File: config.mk
export PLATFORM = sky130hd
export DESIGN_NAME = s_res_sched
export DESIGN_NICKNAME = d
export VERILOG_FILES = /design/src/rtl/s_res_sched.sv
export SDC_FILE = /design/constraint.sdc
export NUM_CORES = 1
export LEC_CHECK = 0
export CORE_ASPECT_RATIO = 1.4
export CORE_MARGIN = 8
export CORE_UTILIZATION = 52
export CTS_CLUSTER_DIAMETER = 40
export DETAILED_ROUTE_END_ITERATION = 16
export PLACE_DENSITY = 0.77
export SKIP_LAST_GASP = 1
export SYNTH_ARGS = -nofsm -noshare
export SYNTH_HDL_FRONTEND = slang
export SYNTH_SLANG_ARGS = --single-unit
File: constraint.sdc
create_clock -name clk -period 2.5 [get_ports clk]
set_clock_uncertainty 0.15 [all_clocks]
set_input_delay 0.375 -clock clk [delete_from_list [all_inputs] [get_ports clk]]
set_output_delay 0.375 -clock clk [all_outputs]
set_load 0.01 [all_outputs]
File: src/rtl/s_res_sched.sv
// S-register result scheduler: delay-indexed timing chain that fires the S write
// port on the cycle a result lands, plus a per-register pending-write scoreboard.
module s_res_sched #(
  parameter int NUM_REGS  = 8,
  parameter int REG_W     = 3,
  parameter int DELAY_W   = 4,
  parameter int MAX_DELAY = 15,
  parameter int SRC_W     = 5
) (
  input  logic                clk,
  input  logic                rst,
  input  logic                i_issue,
  input  logic                i_dest_en,
  input  logic [REG_W-1:0]    i_dest,
  input  logic [DELAY_W-1:0]  i_delay,
  input  logic [SRC_W-1:0]    i_src,
  input  logic                i_flush,
  input  logic [REG_W-1:0]    i_rd_j,
  input  logic                i_rd_j_en,
  input  logic [REG_W-1:0]    i_rd_k,
  input  logic                i_rd_k_en,
  output logic                o_issue_ok,
  output logic                o_bad_delay,
  output logic                o_hazard,
  output logic                o_s_wr_en,
  output logic [REG_W-1:0]    o_s_wr_addr,
  output logic [SRC_W-1:0]    o_s_wr_src,
  output logic [NUM_REGS-1:0] o_busy
);

  typedef struct packed {
    logic             vld;
    logic [REG_W-1:0] dest;
    logic [SRC_W-1:0] src;
  } slot_t;

  // r_slot[k] writes k cycles from now; invalid slots always hold all-zero fields
  slot_t [MAX_DELAY-1:0] r_slot;
  logic  [NUM_REGS-1:0]  r_busy;

  logic                w_delay_ok;
  logic                w_slot_taken;
  logic                w_dest_busy;
  logic                w_sched_ok;
  logic                w_accept;
  logic [NUM_REGS-1:0] w_wr_mask;
  logic [NUM_REGS-1:0] w_set_mask;

  always_comb begin
    w_delay_ok   = (i_delay != '0) && (32'(i_delay) <= MAX_DELAY);
    // the top position (delay == MAX_DELAY) has no slot above it, so it is always free
    w_slot_taken = 1'b0;
    for (int k = 1; k < MAX_DELAY; k++)
      if (32'(i_delay) == k) w_slot_taken = r_slot[k].vld;
    w_dest_busy  = r_busy[i_dest];
    w_sched_ok   = w_delay_ok && !w_dest_busy && !w_slot_taken;
    o_bad_delay  = i_dest_en && !w_delay_ok;
    o_issue_ok   = !i_flush && (!i_dest_en || w_sched_ok);
    w_accept     = i_issue && i_dest_en && o_issue_ok;
    o_hazard     = (i_rd_j_en && r_busy[i_rd_j]) ||
                   (i_rd_k_en && r_busy[i_rd_k]) ||
                   (i_dest_en && w_dest_busy);
    w_wr_mask    = '0;
    if (r_slot[0].vld) w_wr_mask[r_slot[0].dest] = 1'b1;
    w_set_mask   = '0;
    if (w_accept) w_set_mask[i_dest] = 1'b1;
  end

  always_ff @(posedge clk) begin
    if (rst || i_flush) begin
      r_slot <= '0;
      r_busy <= '0;
    end else begin
      for (int k = 0; k < MAX_DELAY-1; k++) r_slot[k] <= r_slot[k+1];
      r_slot[MAX_DELAY-1] <= '0;
      for (int k = 0; k < MAX_DELAY; k++)
        if (w_accept && (32'(i_delay) == k+1)) r_slot[k] <= '{vld: 1'b1, dest: i_dest, src: i_src};
      // busy is held through the write cycle, so a same-cycle reissue is refused
      r_busy <= (r_busy & ~w_wr_mask) | w_set_mask;
    end
  end

  assign o_s_wr_en   = r_slot[0].vld;
  assign o_s_wr_addr = r_slot[0].dest;
  assign o_s_wr_src  = r_slot[0].src;
  assign o_busy      = r_busy;

endmodule

==> results of run 1 <==
[final cells by class]
class | count | area, sq um
multi-input combinational | 372 | 3050
fill | 619 | 2620
inverter | 7 | 26.3
clock inverter | 9 | 135
clock buffer | 22 | 464
tap | 141 | 176
sequential | 143 | 2870
timing repair buffer | 140 | 1370
[worst reg2reg max path, cell delays in order (launching register included)]
cell       delay [ns]
dfxtp_2          0.32
mux4_2           0.47
a222oi_1         0.37
buf_4            0.19
buf_6            0.10
nand3_4          0.11
buf_12           0.19
a2111oi_4        0.39
buf_6            0.21
mux2i_1          0.26
nor2_1           0.06
[final timing paths]
path,to,slack [ns],cells after the start
setup reg to reg,r_slot[95]$_SDFF_PP0_,-0.44,10
hold / removal,r_slot[104]$_SDFF_PP0_,0.30,2
setup / recovery,r_slot[95]$_SDFF_PP0_,-0.45,11
hold reg to reg,r_slot[104]$_SDFF_PP0_,0.30,2
[cells by family (layout without fill, tap and decap cells)]
| family | after synthesis | in the layout | synth area share |
|---|---|---|---|
| and+or+nand+nor | 207 | 208 | 0.161 |
| DFF | 143 | 143 | 0.508 |
| muxes | 115 | 115 | 0.217 |
| buffers and inverters | 61 | 178 | 0.0529 |
| AOI/OAI and AO/OA | 49 | 49 | 0.0609 |
[metal layers]
layer  wire, um  share of wire  vias to the layer above
met2       9140           0.51                      240
li1           -              -                     2184
met1       6870           0.38                     2407
met3       1110          0.061                       76
met5          0              0                        -
met4        983          0.054                        0
[power groups by stage]
stage / registers (uW) / logic [uW] / clock network, uW
global route: 2280 / 381 / 2680
floorplan: 2330 / 129 / 0
global placement: 2330 / 275 / 0
finish: 2290 / 366 / 2560
CTS: 2280 / 334 / 2560
detailed placement: 2330 / 278 / 0
[metrics by stage]
stage / instances / hold WS, ns
2_1_floorplan: 575 / 0.272
3_3_place_gp: 770 / 0.277
3_5_place_dp: 770 / 0.284
4_1_cts: 832 / 0.293
5_1_grt: 834 / 0.314
6_report: 834 / 0.300
[synth_stat cells]
cell type	count
a2111oi_0	9
a211oi_1	1
a21o_1	1
a21oi_1	7
a222oi_1	2
a22oi_1	1
and2_1	9
and3b_1	1
buf_1	3
buf_2	4
buf_4	17
clkbuf_1	30
dfxtp_1	143
inv_1	7
mux2_2	6
mux2i_1	104
mux4_2	5
nand2_1	35
nand2b_1	6
nand3_1	18
nand3_2	1
nand3b_1	1
nand4_1	4
nor2_1	113
nor2b_1	5
nor3_1	3
nor4_1	1
o211ai_1	2
o21a_1	1
o21ai_0	13
o221ai_1	2
o22ai_1	1
o2bb2ai_1	1
o311ai_0	2
o31ai_1	3
o32ai_1	1
o41ai_1	2
or2_2	4
or3_1	3
or4_1	3
[what timing repair did]
action	in CTS	in global routing
gates resized for setup	123	51
setup buffers	16	4
pin swaps	40	37
setup endpoints to repair	144	146
cloned	15	0
[state kept, by name (all words and copies together), names as in the netlist]
signal and count:
o_busy 8, o_s_wr_addr 3, o_s_wr_en 1, o_s_wr_src 5
r_slot 126
==> results by group, run 1 <==
Run status
  – Status: finished, violations left
  – Violated checks: negative setup slack

Finish
  – Most frequent cells in the layout: 141 x dfxtp_1, 101 x nor2_1, 92 x mux2i_1
  – Share of post-route cells with drive strength above 1: 0.312
  – Design Area, Final: 8080 sq um
  – Final net count: 706
  – N_diodes: 0
  – Final Core Density: 0.756
  – Most common cell after layout, fill and taps aside: dfxtp_1
  – Layout area overhead: 43.5%

Setup path
  – Critical Path, Cell by Cell: clkdlybuf4s50_1, mux4_2, a222oi_1, buf_4, buf_6, nand3_4, buf_12, a2111oi_4, buf_6, mux2i_1, nor2_1
  – Max stage delay on crit path: 0.53 ns
  – CP most frequent cell: buf_6
  – Buf+Inv Stages, Crit Path: 5
  – Max FO, Critical Path: 5
  – Worst path required time: between 2 and 3 ns
  – Worst Setup SP: i_dest[2]
  – Crit-path leading delay family: buffers and inverters
  – CP arrival: about 3.1 ns
  – Critical path type: primary input to flip-flop
  – Crit path capture type: flip-flop
  – Slowest cell on the critical path: clkdlybuf4s50_1
  – Worst flop-to-flop path startpoint: o_busy[5]$_SDFF_PP0_
  – Startpoint types: primary input

Yosys
  – Largest area contributor in the netlist: dfxtp_1
  – Post-synth top area share: 0.508
  – Ranking of synthesized cells by area: dfxtp_1 51%, mux2i_1 18%, nor2_1 7.5%
  – Yosys Warn Count: 0
  – Synth Cell Area: 5630 sq um
  – Post-Syn Nets: 600
  – Yosys reg bits: 143
  – Mapped Cells: 575
  – Post-synthesis sequential area ratio: 0.508
  – Avg Synthesized Cell Area: 9.80 sq um
  – Synth unique cells: 40

Global routing
  – First-pass GRT wire length: 26500 um
  – Met2 usage: 0.401
  – Vias in the first global route: approximately 4.8k
  – Largest net degree at the start of global routing: 70
  – Initial antenna violation count: 0
  – GRT overflow: 0
  – Met3 GRT Util: 0.0642
  – GR met1 Demand/Resource: 0.248
  – Overall routing resource usage: 0.235
  – GR peak layer: met2

CTS
  – Clock buffer depth: 2
  – CTS tree: built
  – Hold buffers post-CTS: 0
  – Worst-skew pair later-pin latency: about 0.43 ns
  – H-tree depth: 4
  – Num CTS Buffers: 17
  – Root buf cell: clkbuf_16
  – # clock sinks: about 140
  – Clk pin slew, worst setup/hold paths: 0.06 ns

Die
  – Row count: 45
  – Initial Utilization: 0.527
  – IO Count: 45
  – Die X: 104 um
  – Die Y: 139 um
  – Core Footprint: between 10000 and 15000 sq um
  – Die ar.: 14500 sq um

Route
  – DR iter-0 viols: 367
  – First-pass DRT Iterations: 5
  – Per-cell routed wire length: 21.7 um
  – Drt drc: 0
  – Avg Vias per Cell: a little under 6
  – Total Wirelength: roughly 18000 um
  – Via Count: 4907
  – Detail Route Antenna Nets: 0

Timing
  – Final setup fails: about 150
  – Worst Slack Setup Final: -0.449 ns
  – Max frequency: roughly 340 MHz
  – Final Hold Fails: 0
  – Final count of pins violating max slew: 0
  – RSZ-0062 raised after global routing: true
  – Post-layout min period: roughly 2.9 ns
  – Slew HR: 0.583
  – Setup TNS Final: -41.03 ns
  – Worst-margin pin slew: slightly above 0.6 ns
  – Period utilisation layout: 1.18

Pwr
  – NetSw: 1170 uW
  – Pwr dens: 645 nW/um^2
  – Leakage: 0.00299 uW
  – Clock network power share: 0.492
  – Max IR drop VDD: between 0.5 and 0.6 mV
  – Pwr Total: ~5200 uW
  – Switch share: 0.224
  – Comb power frac: 0.070
  – Flop pwr share: 0.438
  – Internal power: 4040 uW

Placed design
  – Final Wtd Congestion: 0.850
  – DP HPWL: 9140 um
  – DP Area: 6560 sq um
  – Pre-CTS worst setup slack: -0.917 ns
  – Port bufs: 44

Min path
  – Worst hold start: r_slot[113]$_SDFF_PP0_
  – Hold/Removal Path Class: flip-flop to flip-flop

Job
  – Max-Cap Viols: 0
No activity file was read; power rests on OpenSTA's default activity.
==> run 2: changes to the inputs <==
CELL_PAD_IN_SITES_DETAIL_PLACEMENT = 1   (was not set)
CELL_PAD_IN_SITES_GLOBAL_PLACEMENT = 1   (was not set)
CORE_UTILIZATION = 41   (was 52)
PLACE_DENSITY = 0.78   (was 0.77)
==> results by group, run 2 (synthesized netlist as in run 1, its figures left out) <==
Global routing
  – Initial antenna violation count: 0 (unchanged)
  – Vias in the first global route: 5379 (was 4832)
  – GRT overflow: 0 (unchanged)
  – Overall routing resource usage: 0.245 (was 0.235)
  – First-pass GRT wire length: 32400 um (was 26500 um)
  – Largest net degree at the start of global routing: 69 (was 70)

Placed design
  – Final Wtd Congestion: 0.897 (was 0.850)
  – Pre-CTS worst setup slack: -0.921 ns (was -0.917 ns)
  – Port bufs: 44 (unchanged)
  – Dpl cells: 808 (was 770)
  – DP HPWL: 10500 um (was 9140 um)

Die
  – Die Y: 155 um (was 139 um)
  – IO Count: 45 (unchanged)
  – Die X: 115 um (was 104 um)
  – Row count: 50 (was 45)
  – Die ar.: 17800 sq um (was 14500 sq um)
  – Initial Utilization: 0.421 (was 0.527)
  – Core Footprint: 13400 sq um (was 10700 sq um)

Pwr
  – Leakage: 0.00307 uW (was 0.00299 uW)
  – Pwr dens: 645 nW/um^2 (about the same)
  – Pwr Total: 5320 uW (was 5210 uW)
  – Max IR drop VDD: 0.515 mV (was 0.561 mV)

Setup path
  – Worst path required time: 2.62 ns (was 2.66 ns)
  – Max FO, Critical Path: 5 (unchanged)
  – Startpoint types: flip-flop (was primary input)
  – Critical path type: flip-flop to flip-flop (was primary input to flip-flop)
  – R2r setup slk: -0.70 ns (was -0.44 ns)
  – Crit path capture type: flip-flop (unchanged)
  – CP arrival: 3.32 ns (was 3.11 ns)

Timing
  – Final Hold Fails: 0 (unchanged)
  – Slew HR: 0.454 (was 0.583)
  – Final count of pins violating max slew: 0 (unchanged)
  – Final setup fails: 145 (unchanged)
  – Worst-margin pin slew: 0.816 ns (was 0.624 ns)
  – RSZ-0062 raised after global routing: true (unchanged)
  – Period utilisation layout: 1.28 (was 1.18)
  – Max frequency: 312 MHz (was 339 MHz)
  – Post-layout min period: 3.20 ns (was 2.95 ns)
  – Worst Slack Setup Final: -0.702 ns (was -0.449 ns)

Min path
  – Hold/Removal Path Class: flip-flop to flip-flop (unchanged)

CTS
  – # clock sinks: 143 (unchanged)
  – Hold buffers post-CTS: 0 (unchanged)
  – CTS tree: built (unchanged)
  – Num CTS Buffers: 17 (unchanged)
  – Clock buffer depth: 2 (unchanged)
  – Worst-skew pair later-pin latency: 0.43 ns (about the same)
  – Root buf cell: clkbuf_16 (unchanged)
  – H-tree depth: 4 (unchanged)
  – Clk pin slew, worst setup/hold paths: 0.07 ns (was 0.06 ns)

Job
  – Max-Cap Viols: 0 (unchanged)

Finish
  – Final Core Density: 0.616 (was 0.756)
  – Layout area overhead: 46.3% (was 43.5%)
  – Share of post-route cells with drive strength above 1: 0.334 (was 0.312)
  – Post-Layout Cell Count: 880 (was 834)
  – Largest Register: r_slot (unchanged)
  – Most common cell after layout, fill and taps aside: dfxtp_1 (unchanged)
  – Most frequent cells in the layout: 142 x dfxtp_1, 101 x nor2_1, 83 x mux2i_1 (was 141 x dfxtp_1, 101 x nor2_1, 92 x mux2i_1)
  – Multi-input logic area: 3050 sq um (about the same)
  – Final net count: 710 (was 706)
  – Storage cell area: 2860 sq um (was 2870 sq um)
  – FILL cells: 1376 (was 619)
  – Max FFs per register: 126 (unchanged)
  – N_diodes: 0 (unchanged)

Run status
  – Status: finished, violations left (unchanged)
  – Violated checks: negative setup slack (unchanged)

Route
  – First-pass DRT Iterations: 7 (was 5)
  – Total Wirelength: 28300 um (was 18100 um)
  – Detail Route Antenna Nets: 0 (unchanged)
  – Via Count: 5335 (was 4907)
  – Per-cell routed wire length: 32.1 um (was 21.7 um)
  – DR iter-0 viols: 603 (was 367)
  – Avg Vias per Cell: 6.06 (was 5.88)
  – Drt drc: 0 (unchanged)
==> run 2: cell types whose count changed in the layout (fill, tap and decap cells not counted), sizes merged <==
cell / before / now
clkbuf: 22 / 25
clkinv: 3 / 6
buf: 98 / 99
bufinv: 3 / 2
clkdlybuf4s50: 35 / 34
dlygate4sd2: 6 / 7
dlymetal6s2s: 1 / 0
inv: 7 / 8
nand2: 36 / 35
==> run 2: worst max-delay path: stages (launching register included) <==
cell and delay, ns:
dfxtp_1 0.33, mux4_2 0.45, a222oi_1 0.39, buf_4 0.22, nand3_4 0.12, buf_16 0.19, a2111oi_4 0.18, buf_4 0.20
buf_8 0.15, mux2i_2 0.44, nor2_1 0.20
==> run 2: repair_timing <==
item,CTS,global route
cloned,13,4
pin swaps,32,40
setup buffers,14,11
setup endpoints to repair,146,145
gates resized for setup,106,79
==> run 2: layout make-up <==
class | instances | area share
repair buffers | 145 | 0.180
multi-input cells | 371 | 0.370
clock buffers | 20 | 0.0554
clock inverters | 12 | 0.0165
well taps | 182 | 0.0276
flip-flops and latches | 143 | 0.347
inverters | 7 | 0.00319
==> run 2: path summary, 6_finish.rpt <==
path                                from               endpoint  depth (start not counted)
setup / recovery    o_busy[4]$_SDFF_PP0_  r_slot[67]$_SDFF_PP0_                         10
setup reg to reg    o_busy[4]$_SDFF_PP0_  r_slot[67]$_SDFF_PP0_                         10
hold / removal    r_slot[108]$_SDFF_PP0_  r_slot[99]$_SDFF_PP0_                          2
hold reg to reg   r_slot[108]$_SDFF_PP0_  r_slot[99]$_SDFF_PP0_                          2
==> run 2: per-stage QoR <==
stage	setup TNS [ns]	area, sq um	hold slack (ns)
after floorplan	-17.13	5680	0.272
after global placement	-100.83	6620	0.279
after detailed placement	-109.32	6620	0.290
after CTS	-14.71	7750	0.298
after global routing	-56.27	8240	0.313
final	-48.81	8240	0.297
==> run 2: per-layer routing <==
layer | GRT usage | wire length [um]
met1 | 0.259 | 10800
met2 | 0.419 | 14100
met3 | 0.0596 | 1810
met4 | 0.161 | 1520
met5 | 0 | 0
==> run 2: report_power, final <==
group          internal (uW)  total (uW)  switching (uW)  leakage (uW)
clock                   1530        2630            1100      0.000283
sequential              2280        2280            2.84       0.00115
combinational            144         403             259       0.00163
